[src/rtl/metronome_measure.sv]
`timescale 1ns/1ps
// Programmable metronome: a tick every P cycles, grouped into subdivisions, beats and bars.
// Beat and bar lengths are latched at the start of each bar.
module metronome_measure #(
    parameter int CNT_W  = 34,
    parameter int BEAT_W = 4,
    parameter int SUB_W  = 3
) (
    input  logic              i_clk,
    input  logic              i_reset,
    input  logic              i_enable,
    input  logic [CNT_W-1:0]  i_period,
    input  logic              i_period_valid,
    input  logic [BEAT_W-1:0] i_beats_per_bar,
    input  logic [SUB_W-1:0]  i_subdiv,
    output logic              o_tick,
    output logic              o_beat,
    output logic              o_accent,
    output logic [BEAT_W-1:0] o_beat_idx,
    output logic [SUB_W-1:0]  o_sub_idx,
    output logic              o_running
);

    typedef enum logic {
        IDLE = 1'b0,
        RUN  = 1'b1
    } state_t;

    localparam logic [CNT_W-1:0] PERIOD_MIN = CNT_W'(2);

    state_t            state_q, state_d;
    logic [CNT_W-1:0]  cnt_q, cnt_d;
    logic [CNT_W-1:0]  period_q, period_d;
    logic [SUB_W-1:0]  sub_len_q, sub_len_d;
    logic [BEAT_W-1:0] beat_len_q, beat_len_d;
    logic [SUB_W-1:0]  sub_idx_q, sub_idx_d;
    logic [BEAT_W-1:0] beat_idx_q, beat_idx_d;
    logic              tick_q, tick_d;
    logic              beat_q, beat_d;
    logic              accent_q, accent_d;
    logic              running_q, running_d;

    logic [CNT_W-1:0]  period_eff;
    logic [CNT_W-1:0]  last_cnt;
    logic [SUB_W-1:0]  sub_len_in;
    logic [BEAT_W-1:0] beat_len_in;

    assign period_eff  = (period_q < PERIOD_MIN) ? PERIOD_MIN : period_q;
    assign last_cnt    = period_eff - CNT_W'(1);
    assign sub_len_in  = (i_subdiv == '0) ? SUB_W'(1) : i_subdiv;
    assign beat_len_in = (i_beats_per_bar == '0) ? BEAT_W'(1) : i_beats_per_bar;

    always_ff @(posedge i_clk) begin
        // NOTE: non-blocking assignments so every register samples pre-edge values.
        if (i_reset) begin
            state_q    <= IDLE;
            cnt_q      <= '0;
            period_q   <= PERIOD_MIN;
            sub_len_q  <= SUB_W'(1);
            beat_len_q <= BEAT_W'(1);
            sub_idx_q  <= '0;
            beat_idx_q <= '0;
            tick_q     <= 1'b0;
            beat_q     <= 1'b0;
            accent_q   <= 1'b0;
            running_q  <= 1'b0;
        end else begin
            state_q    <= state_d;
            cnt_q      <= cnt_d;
            period_q   <= period_d;
            sub_len_q  <= sub_len_d;
            beat_len_q <= beat_len_d;
            sub_idx_q  <= sub_idx_d;
            beat_idx_q <= beat_idx_d;
            tick_q     <= tick_d;
            beat_q     <= beat_d;
            accent_q   <= accent_d;
            running_q  <= running_d;
        end
    end

    always_comb begin
        // NOTE: every _d gets a default first so no latch can be inferred.
        state_d    = state_q;
        cnt_d      = cnt_q;
        period_d   = i_period_valid ? i_period : period_q;
        sub_len_d  = sub_len_q;
        beat_len_d = beat_len_q;
        sub_idx_d  = sub_idx_q;
        beat_idx_d = beat_idx_q;
        tick_d     = 1'b0;
        beat_d     = 1'b0;
        accent_d   = 1'b0;

        case (state_q)
            IDLE: begin
                if (i_enable) begin
                    state_d    = RUN;
                    cnt_d      = '0;
                    sub_idx_d  = '0;
                    beat_idx_d = '0;
                    tick_d     = 1'b1;
                    beat_d     = 1'b1;
                    accent_d   = 1'b1;
                    sub_len_d  = sub_len_in;
                    beat_len_d = beat_len_in;
                end
            end
            RUN: begin
                if (!i_enable) begin
                    state_d = IDLE;
                    cnt_d   = '0;
                end else if (i_period_valid) begin
                    // A reload restarts the tick interval and beats a coincident tick.
                    cnt_d = '0;
                end else if (cnt_q >= last_cnt) begin
                    cnt_d  = '0;
                    tick_d = 1'b1;
                    if (sub_idx_q >= sub_len_q - SUB_W'(1)) begin
                        sub_idx_d = '0;
                        beat_d    = 1'b1;
                        if (beat_idx_q >= beat_len_q - BEAT_W'(1)) begin
                            beat_idx_d = '0;
                            accent_d   = 1'b1;
                            sub_len_d  = sub_len_in;
                            beat_len_d = beat_len_in;
                        end else begin
                            beat_idx_d = beat_idx_q + BEAT_W'(1);
                        end
                    end else begin
                        sub_idx_d = sub_idx_q + SUB_W'(1);
                    end
                end else begin
                    cnt_d = cnt_q + CNT_W'(1);
                end
            end
            default: state_d = IDLE;
        endcase

        running_d = (state_d == RUN);
    end

    assign o_tick     = tick_q;
    assign o_beat     = beat_q;
    assign o_accent   = accent_q;
    assign o_beat_idx = beat_idx_q;
    assign o_sub_idx  = sub_idx_q;
    assign o_running  = running_q;

endmodule
[config.mk]
export PLATFORM = sky130hd
export DESIGN_NAME = metronome_measure
export DESIGN_NICKNAME = d
export VERILOG_FILES = /design/src/rtl/metronome_measure.sv
export SDC_FILE = /design/constraint.sdc
export NUM_CORES = 1
export LEC_CHECK = 0
export ABC_CLOCK_PERIOD_IN_PS = 5600
export CORE_AREA = 2 2 153 155
export CTS_BUF_LIST = sky130_fd_sc_hd__clkbuf_16
export CTS_CLUSTER_DIAMETER = 30
export DETAILED_ROUTE_END_ITERATION = 12
export DIE_AREA = 0 0 155 157
export PLACE_DENSITY = 0.51
export SLEW_MARGIN = 20
export SYNTH_ARGS = -nofsm -noshare
export SYNTH_HDL_FRONTEND = slang
export SYNTH_SLANG_ARGS = --single-unit
[constraint.sdc]
create_clock -name i_clk -period 5.6 [get_ports i_clk]
set_input_delay 1.4 -clock i_clk [delete_from_list [all_inputs] [get_ports i_clk]]
set_output_delay 1.4 -clock i_clk [all_outputs]
set_load 0.05 [all_outputs]
Word level (Yosys, flattened, before mapping)
Cells that the tools add are included.

cells by class
  add/subtract/negate cells = 6
  order comparisons = 4
  eq/ne operators = 6
  mux-type cells = 51
  bitwise operators = 1
  reductions and logical operators = 5

operators with widths
  cell                   count
  $mux 34                5
  $pmux 34 s2            1
  $mux 4                 13
  $mux 3                 12
  $add 34x1->34 const B  1
  $ge 34x34->1           1
  $lt 34x2->1 const B    1
  $sub 34x1->34 const B  1
  $pmux 4 s2             2
  $mux 1                 13
  $pmux 3 s2             2
  $ne 2x1->1 const B     3
  $ne 2x2->1 const B     3
  $pmux 1 s2             3
  $reduce_and 6->1       1
  $reduce_and 5->1       1
  $add 4x1->4 const B    1
  $ge 4x4->1             1
  $logic_not 4->1        1
  $reduce_and 4->1       1
  $sub 4x1->4 const B    1
  $add 3x1->3 const B    1
  $ge 3x3->1             1
  $logic_not 3->1        1
  other kinds (2)        2

word-level totals
  register bits after elaboration = 86
  input port bits = 45
  output and inout port bits = 11

Logic depth before layout (Yosys ltp)
  depth in word-level cells = 8
  mapped depth = 23
  depth with buffers taken out = 20

Least setup slack after synthesis
No wires, ideal clock.

  path type = flip-flop to flip-flop
  start = reg period_q[5]
  end = reg beat_len_q[0]
  setup time = 0.072 ns
  arrival time = 5.508 ns
  data required time = 5.528 ns
  slack = 0.020 ns
  cell stages (with the launch flop) = 22
  buffers on the path = 1
  clock period less this slack = 5.580 ns
  cells stage by stage = dfxtp_1 or4_4 or4b_4 buf_6 nor4_1 inv_1 o21ai_0 ha_1 nand2_1 or2_2 nor2_1 nand4_1 nor3_1 xnor2_1 ha_1 nand4_1 nor4_1 inv_1 a41oi_1 nor2_1 o41ai_4 mux2i_1

on the way
  cells in the longest elaborated chain, start to end = 6

ends and longest elaborated chain
  what                          line  RTL
  start: declaration            33    logic [CNT_W-1:0] period_q, period_d;
  start signal: assignment      70    period_q <= period_d;
  $lt 34x2->1                   48    assign period_eff = (period_q < PERIOD_MIN) ? PERIOD_MIN : period_q;
  $mux 34 *                     48
  $sub 34x1->34 *               49    assign last_cnt = period_eff - CNT_W'(1);
  $ge 34x34->1 *                116   end else if (cnt_q >= last_cnt) begin
  $ne 2x1->1 (no line) *        -
  $reduce_and 6->1 (no line) *  -
  end signal: assignment        72    beat_len_q <= beat_len_d;
  end: declaration              35    logic [BEAT_W-1:0] beat_len_q, beat_len_d;

Mark *: on every way between the ends. The rest lies on a longest branch, timed or not.
A chain may end at the register's enable or synchronous reset.

Worst setup path in the final report
  start = reg period_q[5]
  end = reg cnt_q[22]

on the way
  cells in the longest elaborated chain, start to end = 8

ends and longest elaborated chain
  what                    line  RTL
  $lt 34x2->1             48
  $mux 34 *               48
  $sub 34x1->34 *         49
  $ge 34x34->1 *          116
  $mux 34 *               116
  $mux 34 *               113   end else if (i_period_valid) begin
  $mux 34 *               110   if (!i_enable) begin
  $pmux 34 s2 *           95    case (state_q)
  end signal: assignment  69    cnt_q <= cnt_d;
  end: declaration        32    logic [CNT_W-1:0] cnt_q, cnt_d;

Marked as above.

==> metrics.md <==
| Metric | Value |
|---|---|
| Finished Layout Cells | 996 |
| Largest net degree at the start of global routing | 62 |
| Wirelength per Cell | 14.1 um |
| Worst Tran Pin Value | 0.815 ns |
| Max Slew Vio Count | 0 |
| Buf/Inv on CP | 5 |
| Power Density | 232 nW/um^2 |
| Worst clock skew | 0.0150 ns |
| Synthesis-to-finish area growth | 28.9% |
| Max-cap viol count | 0 |
| CP max stage cell | or4_4 |
| Hold path startpoint | beat_len_q[3] |
| CTS tree | done |
| Final hold slack | 0.476 ns |
| DR iter-0 viols | 209 |
| CTS buffer count | 9 |
| Status | finished clean |
| Maximum VDD drop | 0.142 mV |
| Post-DRT Antenna Nets | 0 |
| FILL cells | 2,357 |
| Placed cell areas | 6440 um^2 |
| Placer Congestion | 0.824 |
| H-tree Lvls | 3 |
| Fin crit period | 5.29 ns |
| Worst-path clk slew | 0.07 ns |
| WP data arrival | 5.57 ns |
| CP top delay family | simple AND/OR/NAND/NOR gates |
| Hold_buf cts | 0 |
| Post-synth top cells | dfxtp_1 (86), nor2_1 (62), mux2i_1 (54) |
| Io pins | 56 |
| Initial core utilization | 23.9% |
| Clock sinks | 86 |
| HP Class | reg -> reg |
| GR Util All Layers | 11.7% |
| Reg-to-Reg Start | period_q[5] |
| Detailed-router iteration count before antenna repair | 6 |
| Final wirelength | 14,000 um |
| Die Area | 24,300 um^2 |
| Worst Path Max Fanout | 16 |
| Startpoint types | flop |
| LEAKAGE | 2.71 nW |
| Layout cells sized above 1 | 12.1% |
| R2R depth | 23 |
| Syn_nets | 721 |
| Crit-path cells | or4_4 -> or4b_4 -> nor4_4 -> inv_1 -> o21ai_2 -> ha_1 -> nand2_1 -> or2_2 -> nor2_2 -> nand4_1 -> buf_4 -> xor2_1 -> ha_1 -> a21oi_1 -> nand2_1 -> a221oi_2 -> o2111ai_4 -> buf_4 -> nor4b_4 -> clkbuf_16 -> buf_4 -> a21oi_1 -> o21ai_0 |
| Most area-consuming cells after synthesis | dfxtp_1 (32%), ha_1 (11%), mux2i_1 (10%), xnor2_1 (5.4%), nor2_1 (4.3%) |
| Slowest stage delay, CP | 0.53 ns |
| Core area | 22,500 um^2 |
| Synthesis Warnings | 0 |
| Post-synthesis cell area | 5370 um^2 |
| Initial antenna violation count | 0 |
| Nets@finish | 798 |
| Main flop type after synthesis | dfxtp_1 |
| GRT Residual Overflow | 0 |
| Yosys cell types | 52 |
| Global-route wire length before repair | 22,600 um |
| Fin. Hold Viols | 0 |
| Worst setup EP type | flop |
| Most common cell in the netlist | dfxtp_1 |
| R2R Setup Slk | 0.31 ns |
| Synth area leader | dfxtp_1 |
| Mean post-synth cell area | 8.54 um^2 |
| Final worst path period share | 94.5% |
| Seq/Total Area, Yosys | 32.0% |
| Antenna diode instance count | 0 |
| Cell count after synthesis | 629 |
| RSZ-0062 raised after global routing | false |
| Die W | 155 um |
| Max-slew headroom | 45.2% |
| Final setup viols | 0 |
| Post-DP HPWL | 10,100 um |
| Hold worst-path end | beat_len_q[3] |
| Crit path kind | reg -> reg |
| Post-synth top area share | 32.0% |
| Overall die height | 157 um |
| Critical path's most frequent cell | buf_4 |
| CP Data Required Time | 5.88 ns |
| Synth async-reset ratio | 0% |
| R2R Path End | cnt_q[22] |
| Vias per cell | 4.69 |
| WHS Path Cells | 2 |
| Routed vias | 4,674 |
| Yosys reg bits | 86 |
| Design area | 6930 um^2 |
| Clock Tree Root | clkbuf_16 |
| DRC | 0 |
| EDFF count, synth | 0 |
| Post-Place Cells | 977 |
| Worst-Skew Late Latency | 0.36 ns |
| Fmax | 189 MHz |
| Vias in the first global route | 4,385 |
| # port buffers | 55 |
| Maximum root-to-sink buffer count | 2 |
| # rows | 55 |
-- through the flow --
stage / TNS, ns / setup slack (ns) / utilization [%] / total power (W)
2_1_floorplan: 0 / 0.0203 / - / 0.000810
3_3_place_gp: 0 / 0.00319 / 28.6 / 0.000901
3_5_place_dp: -1.38 / -0.125 / 28.6 / 0.000903
4_1_cts: 0 / 0.0348 / 30.3 / 0.00162
5_1_grt: 0 / 0.00397 / 30.8 / 0.00167
6_report: 0 / 0.306 / 30.8 / 0.00160
-- worst min-delay path, delay by kind of cell, from the launching register on --
kind	cells	cell delay, ns
mux	1	0.05
flops	1	0.32
simple gates	1	0.05
-- cell families (layout without fill, tap and decap cells) --
| logic type | count (synthesis) | in the layout | share of synthesized area [%] |
|---|---|---|---|
| compound gates | 94 | 94 | 11.5 |
| xor+xnor | 41 | 41 | 6.68 |
| fa+ha+maj | 47 | 47 | 10.9 |
| buf+inv | 51 | 133 | 3.75 |
| flops | 86 | 86 | 32.0 |
| mux | 54 | 54 | 10.1 |
| simple gates | 256 | 256 | 25.1 |
-- report_power, final --
| group | internal [W] | switching [W] |
|---|---|---|
| sequential | 0.000631 | 0.0000203 |
| clock | 0.000434 | 0.000272 |
| combinational | 0.000121 | 0.000126 |
-- layout make-up --
cell class	instances	area (um^2)	share of cell area, %
Clock buffer	9	225	3.25
Sequential cell	86	1720	24.9
Multi-Input combinational cell	492	3580	51.6
Timing Repair Buffer	91	836	12.1
Inverter	26	97.6	1.41
Tap cell	285	357	5.15
Clock inverter	7	114	1.64
-- routing by layer --
| metal | vias to the layer above | global-route usage, % | routed length (um) |
|---|---|---|---|
| li1 | 2414 | - | - |
| met5 | - | 0 | 0 |
| met4 | 0 | 3.13 | 172 |
| met1 | 2147 | 16.4 | 7320 |
| met3 | 13 | 2.73 | 626 |
| met2 | 100 | 17.8 | 5880 |
-- registers in the layout, indices dropped and copies added (netlist names) --
signal	cells
cnt_q	34
period_q	34
beat_len_q	4
o_beat_idx	4
o_sub_idx	3
sub_len_q	3
o_accent	1
o_beat	1
o_running	1
o_tick	1
-- how the worst max path moves through the flow --
stage	from	to	slack (ns)	depth (start not counted)
after floorplan	period_q[5]	beat_len_q[0]	0.02	21
final	period_q[5]	cnt_q[22]	0.31	23
after CTS	period_q[5]	cnt_q[22]	0.03	23
after global placement	period_q[5]	sub_len_q[2]	0.003	21
after detailed placement	period_q[5]	sub_len_q[0]	-0.12	21
after global routing	period_q[5]	cnt_q[28]	0.004	24
-- what timing repair did --
item	in CTS	in global routing
setup endpoints to repair	27	50
buffers inserted	1	1
cloned	0	1
gates resized for setup	4	20
pin swaps	1	5
-- cells in the final DEF (no fill, tap or decap), drive strengths merged, types with 8 or more instances in the layout --
cell	n
nor3	24
nand4	17
inv	27
ha	47
dfxtp	86
nor2	62
nor4	12
nand3	29
buf	37
and3	10
a22o	11
mux2i	54
nand2b	13
nand2	41
clkdlybuf4s50	53
or3	9
xnor2	33
xor2	8
a21oi	41
clkbuf	10
o21ai	19
Note: power is estimated with default switching activity, not from simulation.
